File: src/rtl/i2c_reg_ctrl.sv
// Pointer-addressed register bank that sits behind i2c_slave's byte-level flags.
// I2C writes set and auto-increment the pointer; reads stream from it without moving it.
module i2c_reg_ctrl #(
  parameter int unsigned                REG_COUNT = 16,
  parameter int unsigned                ADDR_W    = $clog2(REG_COUNT),
  parameter logic [REG_COUNT-1:0]       WR_MASK   = '1,
  parameter logic [REG_COUNT*8-1:0]     RESET_VAL = '0
) (
  input  logic                     clk,
  input  logic                     rst,
  input  logic                     slv_busy,
  input  logic                     slv_data_available,
  input  logic                     slv_data_request,
  input  logic [7:0]               slv_data_o,
  output logic [7:0]               slv_data_i,
  input  logic                     sys_we,
  input  logic [ADDR_W-1:0]        sys_waddr,
  input  logic [7:0]               sys_wdata,
  output logic                     sys_drop,
  output logic [REG_COUNT*8-1:0]   reg_flat,
  output logic [REG_COUNT-1:0]     reg_wr_pulse,
  output logic [ADDR_W-1:0]        ptr
);

  localparam logic [1:0] StIdle = 2'd0;
  localparam logic [1:0] StOpen = 2'd1;
  localparam logic [1:0] StWr   = 2'd2;
  localparam logic [1:0] StRd   = 2'd3;

  logic                 bsy_q, bsy_qq, dav_q, dav_qq, req_q, req_qq;
  logic                 bsy_rise, bsy_fall, dav_rise, req_rise;
  logic [1:0]           state_q, state_d;
  logic [ADDR_W-1:0]    ptr_q, ptr_d, rd_ptr_q, rd_ptr_d;
  logic                 req_seen_q, req_seen_d;
  logic [7:0]           data_i_q, data_i_d;
  logic [7:0]           regs_q [REG_COUNT];
  logic [REG_COUNT-1:0] pulse_q, pulse_d;
  logic                 load_rd, i2c_we;

  // Busy stages reset high so a transaction already running at reset release is not a start.
  always_ff @(posedge clk or negedge rst) begin
    if (!rst) begin
      bsy_q  <= 1'b1;
      bsy_qq <= 1'b1;
      dav_q  <= 1'b0;
      dav_qq <= 1'b0;
      req_q  <= 1'b0;
      req_qq <= 1'b0;
    end else begin
      bsy_q  <= slv_busy;
      bsy_qq <= bsy_q;
      dav_q  <= slv_data_available;
      dav_qq <= dav_q;
      req_q  <= slv_data_request;
      req_qq <= req_q;
    end
  end

  assign bsy_rise = bsy_q & ~bsy_qq;
  assign bsy_fall = ~bsy_q & bsy_qq;
  assign dav_rise = dav_q & ~dav_qq;
  assign req_rise = req_q & ~req_qq;

  always_comb begin
    state_d    = state_q;
    ptr_d      = ptr_q;
    rd_ptr_d   = rd_ptr_q;
    req_seen_d = req_seen_q;
    data_i_d   = data_i_q;
    load_rd    = 1'b0;
    i2c_we     = 1'b0;
    case (state_q)
      StIdle: begin
        rd_ptr_d   = ptr_q;
        req_seen_d = 1'b0;
        if (bsy_rise) state_d = StOpen;
      end
      StOpen: begin
        if (dav_rise) begin
          ptr_d   = slv_data_o[ADDR_W-1:0];
          state_d = StWr;
        end else if (req_rise) begin
          // A second request before any written byte means this is a read.
          load_rd    = 1'b1;
          req_seen_d = 1'b1;
          if (req_seen_q) state_d = StRd;
        end
      end
      StWr: begin
        if (dav_rise) begin
          i2c_we = WR_MASK[ptr_q];
          ptr_d  = ptr_q + ADDR_W'(1);
        end
      end
      StRd: begin
        if (req_rise) load_rd = 1'b1;
      end
      default: state_d = StIdle;
    endcase
    if (load_rd) begin
      data_i_d = regs_q[rd_ptr_q];
      rd_ptr_d = rd_ptr_q + ADDR_W'(1);
    end
    if (bsy_fall) state_d = StIdle;
  end

  always_comb begin
    pulse_d = '0;
    if (i2c_we) pulse_d[ptr_q] = 1'b1;
  end

  assign sys_drop = sys_we & i2c_we & (sys_waddr == ptr_q);

  always_ff @(posedge clk or negedge rst) begin
    if (!rst) begin
      state_q    <= StIdle;
      ptr_q      <= '0;
      rd_ptr_q   <= '0;
      req_seen_q <= 1'b0;
      data_i_q   <= 8'h00;
      pulse_q    <= '0;
    end else begin
      state_q    <= state_d;
      ptr_q      <= ptr_d;
      rd_ptr_q   <= rd_ptr_d;
      req_seen_q <= req_seen_d;
      data_i_q   <= data_i_d;
      pulse_q    <= pulse_d;
    end
  end

  // The I2C assignment comes last so it wins a same-register collision.
  always_ff @(posedge clk or negedge rst) begin
    if (!rst) begin
      for (int unsigned i = 0; i < REG_COUNT; i++) regs_q[i] <= RESET_VAL[8*i +: 8];
    end else begin
      if (sys_we) regs_q[sys_waddr] <= sys_wdata;
      if (i2c_we) regs_q[ptr_q] <= slv_data_o;
    end
  end

  always_comb begin
    reg_flat = '0;
    for (int unsigned i = 0; i < REG_COUNT; i++) reg_flat[8*i +: 8] = regs_q[i];
  end

  assign slv_data_i   = data_i_q;
  assign reg_wr_pulse = pulse_q;
  assign ptr          = ptr_q;

endmodule

File: config.mk
export PLATFORM = sky130hd
export DESIGN_NAME = i2c_reg_ctrl
export DESIGN_NICKNAME = d
export VERILOG_FILES = /design/src/rtl/i2c_reg_ctrl.sv
export SDC_FILE = /design/constraint.sdc
export NUM_CORES = 1
export LEC_CHECK = 0
export CELL_PAD_IN_SITES_DETAIL_PLACEMENT = 1
export CELL_PAD_IN_SITES_GLOBAL_PLACEMENT = 1
export CORE_UTILIZATION = 37
export DETAILED_ROUTE_END_ITERATION = 8
export GPL_ROUTABILITY_DRIVEN = 1
export GPL_TIMING_DRIVEN = 0
export PLACE_DENSITY = 0.78
export SKIP_CTS_REPAIR_TIMING = 1
export SLEW_MARGIN = 20
export SYNTH_ARGS = -nofsm -noshare
export SYNTH_HDL_FRONTEND = slang
export SYNTH_SLANG_ARGS = --single-unit
File: constraint.sdc
create_clock -name clk -period 2.04 [get_ports clk]
set_clock_uncertainty 0.15 [all_clocks]
set_input_delay 0.408 -clock clk [delete_from_list [all_inputs] [get_ports clk]]
set_output_delay 0.408 -clock clk [all_outputs]
set_load 0.02 [all_outputs]
==> PnR_summary.wiki, run 1 <==
{| class="wikitable"
! Metric !! Value
|-
| Run status || complete, but fails checks
|-
| Violations in the final reports || setup timing
|-
| Post-detailed-route wirelength per cell || 27.4 µm
|-
| Type of destination of the critical path || flop
|-
| Startpoint class of the critical path || input pin
|-
| Cell internal pwr || 10.5 mW
|-
| Routed length on met2 || 19,100 µm
|-
| Via count of the first global-routing pass || just over 8k
|-
| CTS tree || built
|-
| Iteration-0 DRC Markers || ~800
|-
| Slew Viols, Final || 0
|-
| Root buffer cell || sky130_fd_sc_hd__clkbuf_16
|-
| Data arrival, critical path || around 2.8 ns
|-
| Data required time at the worst endpoint || 2.20 ns
|-
| Switching component of the power || 7.82 mW
|-
| CTS clock-pin slew for the worst setup and hold paths || 0.07 ns
|-
| Synthesized netlist net count || 883
|-
| Floorplan die height || 158 µm
|-
| Largest family of logic cells by synthesized area || multiplexers
|-
| Via count || 8,571
|-
| Netlist cell types || 45
|-
| Leakage || about 6.7 nW
|-
| Top cells by count, synth || sky130_fd_sc_hd__dfrtp_1 (167), sky130_fd_sc_hd__mux2i_1 (160), sky130_fd_sc_hd__nand2_1 (144), sky130_fd_sc_hd__o21ai_0 (106), sky130_fd_sc_hd__buf_2 (33)
|-
| Relative contribution of combinational cells to total power || 47.5%
|-
| Global route overflow || 0
|-
| # setup viols final || 90
|-
| Sequential area share after synthesis || a little under half
|-
| Cells after synthesis || approximately 850
|-
| Part of the total power dissipated in sequential elements || between 30 and 40%
|-
| Sw Share || 42.6%
|-
| Clock power frac || 20.5%
|-
| Clock tree sinks || 169
|-
| Power per cell area || 1410 mW/mm²
|-
| Main flop type after synthesis || sky130_fd_sc_hd__dfrtp_1
|-
| Placed instance count || 1,345
|-
| Final WL || 39,600 µm
|-
| Avg Synthesized Cell Area || 10.6 µm²
|-
| Fraction of the mapped netlist area in simple logic gates || 14.2%
|-
| Share of flip-flops with an asynchronous set or reset || 100%
|-
| Met3 Wirelength || around 2800 µm
|-
| Area enclosed by the die boundary || 0.0250 mm²
|-
| TritonCTS Buffers || 17
|-
| Final Core Density || a little over half
|-
| Max H-tree Level || 4
|-
| Fraction of layout instances using a drive strength above 1 || about a fifth
|-
| # rows || 56
|-
| Tightest Pin Transition || 0.929 ns
|-
| Top-count cell post-synth || sky130_fd_sc_hd__dfrtp_1
|-
| Number of antenna violations at the first check in global routing || 0
|-
| RSZ-0062 raised after global routing || yes
|-
| Detail Route Antenna Nets || 0
|-
| Routed met1 length || 15,900 µm
|-
| Largest net degree at the start of global routing || 93
|-
| Wire length of the first global-routing pass || 52,300 µm
|-
| Setup Total Neg Slack || -20.23 ns
|-
| Number of enable flip-flop cells after synthesis || 0
|-
| Critical setup path kind || input pin to flop
|-
| Number of non-filler instances in the completed layout || roughly 1.4k
|-
| Layout-stage area growth over the synthesis result || 44.2%
|-
| Total of flip-flops plus latches after synthesis || 169
|-
| Biggest fanout along the worst timing path || 8
|-
| DRC || 0
|-
| Fraction of the mapped netlist area in compound gates || 11.0%
|-
| Antenna Cells || 0
|-
| Worst Slack Setup Final || -0.572 ns
|-
| Maximum vdd drop || 0.000641 V
|-
| Detailed-router iteration count before antenna repair || 5
|-
| Clock Latency Late Sink || 0.46 ns
|-
| Total core area || 0.0237 mm²
|-
| Multiplexer area fraction after synthesis || 21.8%
|-
| Tcrit/Tclk final || 128%
|-
| Io pins || between 150 and 200
|-
| Max Cap Violations || 0
|-
| Die width || 158 µm
|-
| Port-buffer cells || 174
|-
| Adder-cell area share of the yosys netlist || 0.833%
|-
| Max Fclk || 0.383 GHz
|-
| Worst min-delay path category || input pin to flop
|-
| Uppermost signal routing layer after detailed routing || met4
|-
| Yosys top cell area share || 46.4%
|-
| Starting Density || 38.0%
|-
| Aggregate global-route resource usage || 29.1%
|-
| Final HPWL DP || 24,900 µm
|-
| Ys Warns || 0
|-
| Final critical-path required period || 2.61 ns
|-
| Final Hold Fails || 0
|-
| NumNets Final || between 1k and 1.5k
|-
| Xor/xnor cell area share of the yosys netlist || less than 1%
|-
| Netlist area before placement || 0.00901 mm²
|-
| Clock buffer depth || 2
|-
| Vias per std cell || 5.93
|-
| RePlAce Congestion || roughly 0.9
|-
| Cell types occupying the most area after synthesis || sky130_fd_sc_hd__dfrtp_1 (46%), sky130_fd_sc_hd__mux2i_1 (18%), sky130_fd_sc_hd__nand2_1 (6.0%)
|-
| Relative slew slack || 38.1%
|-
| Largest area contributor in the synthesized netlist || sky130_fd_sc_hd__dfrtp_1
|}
final cells by class:
| type | count | area (µm²) |
|---|---|---|
| clock buffer | 17 | 425 |
| fill | 2556 | 10700 |
| buffer | 72 | 477 |
| clock inverter | 15 | 236 |
| sequential | 169 | 4240 |
| tap | 319 | 399 |
| timing repair buffer | 243 | 2690 |
| multi-input combinational | 602 | 4490 |
| inverter | 8 | 45.0 |
cells in the final DEF (no fill, tap or decap), types with 5 or more instances in the layout:
cell                              Yosys  layout
sky130_fd_sc_hd__a21oi_1             12      12
sky130_fd_sc_hd__a22oi_1             24      22
sky130_fd_sc_hd__buf_12               1       6
sky130_fd_sc_hd__buf_2               33      29
sky130_fd_sc_hd__buf_4               10      59
sky130_fd_sc_hd__buf_6                5      20
sky130_fd_sc_hd__bufinv_16            0       5
sky130_fd_sc_hd__clkbuf_1            20      16
sky130_fd_sc_hd__clkbuf_16            0      18
sky130_fd_sc_hd__clkdlybuf4s50_1      0      52
sky130_fd_sc_hd__dfrtp_1            167     164
sky130_fd_sc_hd__dlymetal6s2s_1       0     120
sky130_fd_sc_hd__inv_6                0       5
sky130_fd_sc_hd__mux2i_1            160     160
sky130_fd_sc_hd__mux4_2              16      16
sky130_fd_sc_hd__nand2_1            144     144
sky130_fd_sc_hd__nand2b_1             7       7
sky130_fd_sc_hd__nand3_1             17      17
sky130_fd_sc_hd__nand3b_1             6       6
sky130_fd_sc_hd__nor2_1               8       7
sky130_fd_sc_hd__nor2_4               0       8
sky130_fd_sc_hd__nor3_1               7       5
sky130_fd_sc_hd__nor3_4              12      12
sky130_fd_sc_hd__o21ai_0            106     102
sky130_fd_sc_hd__o21ai_1             24      25
sequential cells by signal (all words and copies together) (netlist names):
name          cells
reg_flat        128
reg_wr_pulse     16
slv_data_i        8
ptr               4
rd_ptr_q          4
state_q           2
bsy_q             1
bsy_qq            1
dav_q             1
dav_qq            1
req_q             1
req_qq            1
req_seen_q        1
per-layer routing:
layer / vias up / GRT usage, %
met5: - / 0
met4: 0 / 12.5
met3: 114 / 4.35
met2: 480 / 47.9
met1: 4425 / 38.0
li1: 3552 / -
cells by family after synthesis:
kind of cell | Yosys count
and+or+nand+nor | 237
AOI/OAI and AO/OA | 179
muxes | 176
DFF | 169
buffers and inverters | 80
adders and majority gates | 6
xor gates and xnor gates | 4
critical path: stages:
cell and delay, ns:
sky130_fd_sc_hd__clkdlybuf4s50_1 0.70, sky130_fd_sc_hd__nand3_1 0.35, sky130_fd_sc_hd__or3_1 0.41, sky130_fd_sc_hd__clkbuf_1 0.35, sky130_fd_sc_hd__mux2i_1 0.38, sky130_fd_sc_hd__o21ai_0 0.15
final timing paths:
path | slack (ns) | depth (start not counted) | endpoint | startpoint
setup reg to reg | -0.22 | 9 | reg_flat[12]$_DFF_PN0_ | state_q[0]$_DFFE_PN0P_
hold / removal | 0.12 | 3 | reg_flat[92]$_DFF_PN0_ | slv_data_o[4]
min in group asynchronous | 0.44 | 2 | reg_wr_pulse[2]$_DFF_PN0_ | rst
hold reg to reg | 0.22 | 0 | bsy_qq$_DFF_PN1_ | bsy_q$_DFF_PN1_
setup / recovery | -0.57 | 6 | reg_flat[97]$_DFF_PN0_ | sys_waddr[2]
max in group asynchronous | 0.42 | 3 | ptr[3]$_DFFE_PN0P_ | rst
metrics by stage:
stage	area [µm²]	total power, mW	hold slack, ns	setup slack, ns
3_5_place_dp	11200	13.9	0.207	-0.983
5_1_grt	13000	19.0	0.148	-0.613
2_1_floorplan	9010	9.82	-0.0376	0.00108
6_report	13000	18.3	0.119	-0.572
3_3_place_gp	11200	13.6	0.206	-6.93
4_1_cts	11800	17.7	-0.127	-1.05
power groups by stage:
stage,registers (mW),logic (mW),clock network [mW]
global placement,5.83,7.79,0
finish,5.86,8.72,3.77
floorplan,6.75,3.07,0
detailed placement,5.85,8.02,0
CTS,5.82,8.08,3.76
global route,5.94,9.12,3.90
(Power assumes the default switching activity.)
==> run 2: changes to the inputs <==
--- a/config.mk
+++ b/config.mk
@@ -10,8 +10,8 @@
 export CORE_UTILIZATION = 37
 export DETAILED_ROUTE_END_ITERATION = 8
 export GPL_ROUTABILITY_DRIVEN = 1
-export GPL_TIMING_DRIVEN = 0
 export PLACE_DENSITY = 0.78
+export REMOVE_ABC_BUFFERS = 1
 export SKIP_CTS_REPAIR_TIMING = 1
 export SLEW_MARGIN = 20
 export SYNTH_ARGS = -nofsm -noshare
==> constraint.sdc (replaced) <==
create_clock -name clk -period 2.25 [get_ports clk]
set_clock_uncertainty 0.15 [all_clocks]
set_input_delay 0.45 -clock clk [delete_from_list [all_inputs] [get_ports clk]]
set_output_delay 0.45 -clock clk [all_outputs]
set_load 0.02 [all_outputs]
==> run 2 against run 1 <==
  * The run still ends with setup timing left
  * Sequential share of layout area increased by 1.9 points
  * Die area unchanged
  * Routed wire length decreased by 18%
  * Critical path type is now flop to output port
  * Sequential cell count unchanged
  * Combinational power decreased by 16%
  * Non-clock buffer count decreased by 48
  * First-iteration DRC count decreased by 48%
  * Clock power decreased by 21%
  * Design area decreased by 5.5%
  * Total power decreased by 15%
  * Global-route usage decreased by 1.8 points
==> PnR_summary.wiki, run 2 (same netlist as run 1, synthesis figures left out) <==
{| class="wikitable"
! Metric !! Value
|-
| Total core area || 0.0237 mm² (unchanged)
|-
| Data arrival, critical path || 1.78 ns (was 2.77 ns)
|-
| Final HPWL DP || 22,900 µm (was 24,900 µm)
|-
| Max H-tree Level || 4 (unchanged)
|-
| CTS clock-pin slew for the worst setup and hold paths || 0.06 ns (was 0.07 ns)
|-
| Vias per std cell || 5.53 (was 5.93)
|-
| DRC || 0 (unchanged)
|-
| Hold Path Stages || 0 (was 3)
|-
| Critical setup path kind || flop to output port (was input pin to flop)
|-
| Detailed-router iteration count before antenna repair || 4 (was 5)
|-
| Switching component of the power || 6.39 mW (was 7.82 mW)
|-
| RePlAce Congestion || 0.862 (was 0.891)
|-
| Number of antenna violations at the first check in global routing || 0 (unchanged)
|-
| Reg2Reg Setup Slack || 0.14 ns (was -0.22 ns)
|-
| Part of the total power dissipated in sequential elements || 33.8% (was 32.0%)
|-
| Worst reg-to-reg path cell count || 7 (was 9)
|-
| Post-detailed-route wirelength per cell || 23.3 µm (was 27.4 µm)
|-
| NumNets Final || 1,097 (was 1,145)
|-
| Cell internal pwr || 9.14 mW (was 10.5 mW)
|-
| Port-buffer cells || 182 (was 174)
|-
| Slew Viols, Final || 0 (unchanged)
|-
| Die width || 158 µm (unchanged)
|-
| Relative contribution of combinational cells to total power || 47.1% (was 47.5%)
|-
| # rows || 56 (unchanged)
|-
| Run status || complete, but fails checks (unchanged)
|-
| RSZ-0062 raised after global routing || yes (unchanged)
|-
| Largest net degree at the start of global routing || 48 (was 93)
|-
| Final Hold Fails || 0 (unchanged)
|-
| Clock power frac || 19.1% (was 20.5%)
|-
| # setup viols final || 1 (was 90)
|-
| Placed instance count || 1,364 (was 1,345)
|-
| Commonest cells after routing, fill and taps aside || sky130_fd_sc_hd__clkdlybuf4s50_1 (173), sky130_fd_sc_hd__dfrtp_1 (166), sky130_fd_sc_hd__mux2i_1 (160) (was sky130_fd_sc_hd__dfrtp_1 (164), sky130_fd_sc_hd__mux2i_1 (160), sky130_fd_sc_hd__nand2_1 (144))
|-
| TritonCTS Buffers || 17 (unchanged)
|-
| Tightest Pin Transition || 0.735 ns (was 0.929 ns)
|-
| Number of non-filler instances in the completed layout || 1,397 (was 1,445)
|-
| Via count || 7,731 (was 8,571)
|-
| Sw Share || 41.2% (was 42.6%)
|-
| Io pins || 183 (unchanged)
|-
| Max FFs per register || 128 (unchanged)
|-
| Leakage || 5.16 nW (was 6.68 nW)
|-
| Layout-stage area growth over the synthesis result || 36.3% (was 44.2%)
|-
| Antenna Cells || 0 (unchanged)
|-
| Worst min-delay path category || flop to flop (was input pin to flop)
|-
| Max Fclk || 0.420 GHz
|-
| Detail Route Antenna Nets || 0 (unchanged)
|-
| Power per cell area || 1270 mW/mm² (was 1410 mW/mm²)
|-
| Aggregate global-route resource usage || 27.3% (was 29.1%)
|-
| Maximum vdd drop || 0.000622 V (was 0.000641 V)
|-
| HP Start || bsy_q$_DFF_PN1_ (was slv_data_o[4])
|-
| Setup Total Neg Slack || -0.131 ns (was -20.23 ns)
|-
| Relative slew slack || 50.9% (was 38.1%)
|-
| Most common cell after layout, fill and taps aside || sky130_fd_sc_hd__clkdlybuf4s50_1 (was sky130_fd_sc_hd__dfrtp_1)
|-
| Tcrit/Tclk final || 106%
|-
| Type of destination of the critical path || output port (was flop)
|-
| Endpoint of the lowest-slack register-to-register path || slv_data_i[7]$_DFFE_PN0P_ (was reg_flat[12]$_DFF_PN0_)
|-
| Area of the multi-input gates || 0.00437 mm² (was 0.00449 mm²)
|-
| Max Cap Violations || 0 (unchanged)
|-
| Fraction of layout instances using a drive strength above 1 || 15.2% (was 19.6%)
|-
| Floorplan die height || 158 µm (unchanged)
|-
| Startpoint class of the critical path || flop (was input pin)
|-
| Setup Slack @ Placement || -0.754 ns (was -0.983 ns)
|-
| Starting Density || 38.0% (unchanged)
|-
| Worst flop-to-flop path startpoint || state_q[1]$_DFFE_PN0P_ (was state_q[0]$_DFFE_PN0P_)
|-
| CTS tree || built (unchanged)
|-
| Root buffer cell || sky130_fd_sc_hd__clkbuf_16 (unchanged)
|-
| Wire length of the first global-routing pass || 50,000 µm (was 52,300 µm)
|-
| Clock Latency Late Sink || 0.44 ns (was 0.46 ns)
|-
| Worst Slack Setup Final || -0.131 ns (was -0.572 ns)
|-
| Final WL || 32,500 µm (was 39,600 µm)
|-
| Final critical-path required period || 2.38 ns
|-
| Violations in the final reports || setup timing (unchanged)
|-
| Global route overflow || 0 (unchanged)
|-
| Storage cell area || 0.00423 mm² (was 0.00424 mm²)
|-
| Post-Route Hold Slack || 0.215 ns (was 0.119 ns)
|-
| Final Power || 15.5 mW (was 18.3 mW)
|-
| Via count of the first global-routing pass || 8,231 (was 8,259)
|-
| Fillers || 2,626 (was 2,556)
|-
| Clock buffer depth || 2 (unchanged)
|-
| Data required time at the worst endpoint || 1.65 ns (was 2.20 ns)
|-
| Area enclosed by the die boundary || 0.0250 mm² (unchanged)
|-
| Biggest fanout along the worst timing path || 2 (was 8)
|-
| Capture endpoint of the worst hold path || bsy_qq$_DFF_PN1_ (was reg_flat[92]$_DFF_PN0_)
|-
| Clock tree sinks || 169 (unchanged)
|-
| Iteration-0 DRC Markers || 415 (was 798)
|}
## run 2: changes by cell type in the layout (fill, tap and decap cells not counted), sizes merged
cell | previous run | this run
dlymetal6s2s | 120 | 7
clkdlybuf4s50 | 52 | 173
buf | 122 | 85
clkinvlp | 4 | 3
clkbuf | 37 | 23
bufinv | 5 | 2
inv | 12 | 9
clkinv | 2 | 4
## run 2: worst max-delay path by stage
stage	from	to	slack (ns)
finish	ptr[0]$_DFFE_PN0P_	sys_drop	-0.13
global route	ptr[0]$_DFFE_PN0P_	sys_drop	-0.19
CTS	sys_waddr[1]	sys_drop	-0.76
detailed placement	sys_waddr[1]	sys_drop	-0.75
global placement	sys_waddr[1]	sys_drop	-0.70
floorplan	state_q[1]$_DFFE_PN0P_	reg_flat[10]$_DFF_PN0_	-1.12
## run 2: layout make-up
cell class	count	share of cell area (%)
Inverter	8	0.245
Timing Repair Buffer	267	21.7
Clock inverter	10	0.968
Clock buffer	22	3.78
Multi-Input combinational cell	602	35.6
Sequential cell	169	34.5
Tap cell	319	3.25
## run 2: worst max-delay path, stage by stage (launching register included)
cell and delay, ns:
sky130_fd_sc_hd__dfrtp_1 0.41, sky130_fd_sc_hd__xor2_1 0.19, sky130_fd_sc_hd__nor4_2 0.33, sky130_fd_sc_hd__and3_4 0.25
sky130_fd_sc_hd__clkbuf_2 0.17
## run 2: through the flow
step / utilization, % / instance area, µm²
final: 51.9 / 12300
after global placement: 49.2 / 11700
after CTS: 51.7 / 12200
after detailed placement: 49.2 / 11700
after global routing: 51.9 / 12300
after floorplan: - / 8610
## run 2: per-layer routing
| metal | track usage [%] | vias up | wire length [µm] |
|---|---|---|---|
| li1 | - | 3448 | - |
| met1 | 35.9 | 3976 | 14400 |
| met2 | 45.4 | 255 | 15600 |
| met3 | 4.22 | 52 | 1660 |
| met4 | 10.2 | 0 | 928 |
| met5 | 0 | - | 0 |
## run 2: power by group through the flow
stage          clock [mW]  sequential [mW]  combinational [mW]
4_1_cts              3.01             5.23                7.35
3_5_place_dp            0             5.26                7.30
2_1_floorplan           0             6.42                2.32
6_report             2.97             5.25                7.32
3_3_place_gp            0             5.22                7.10
5_1_grt              3.12             5.36                7.79
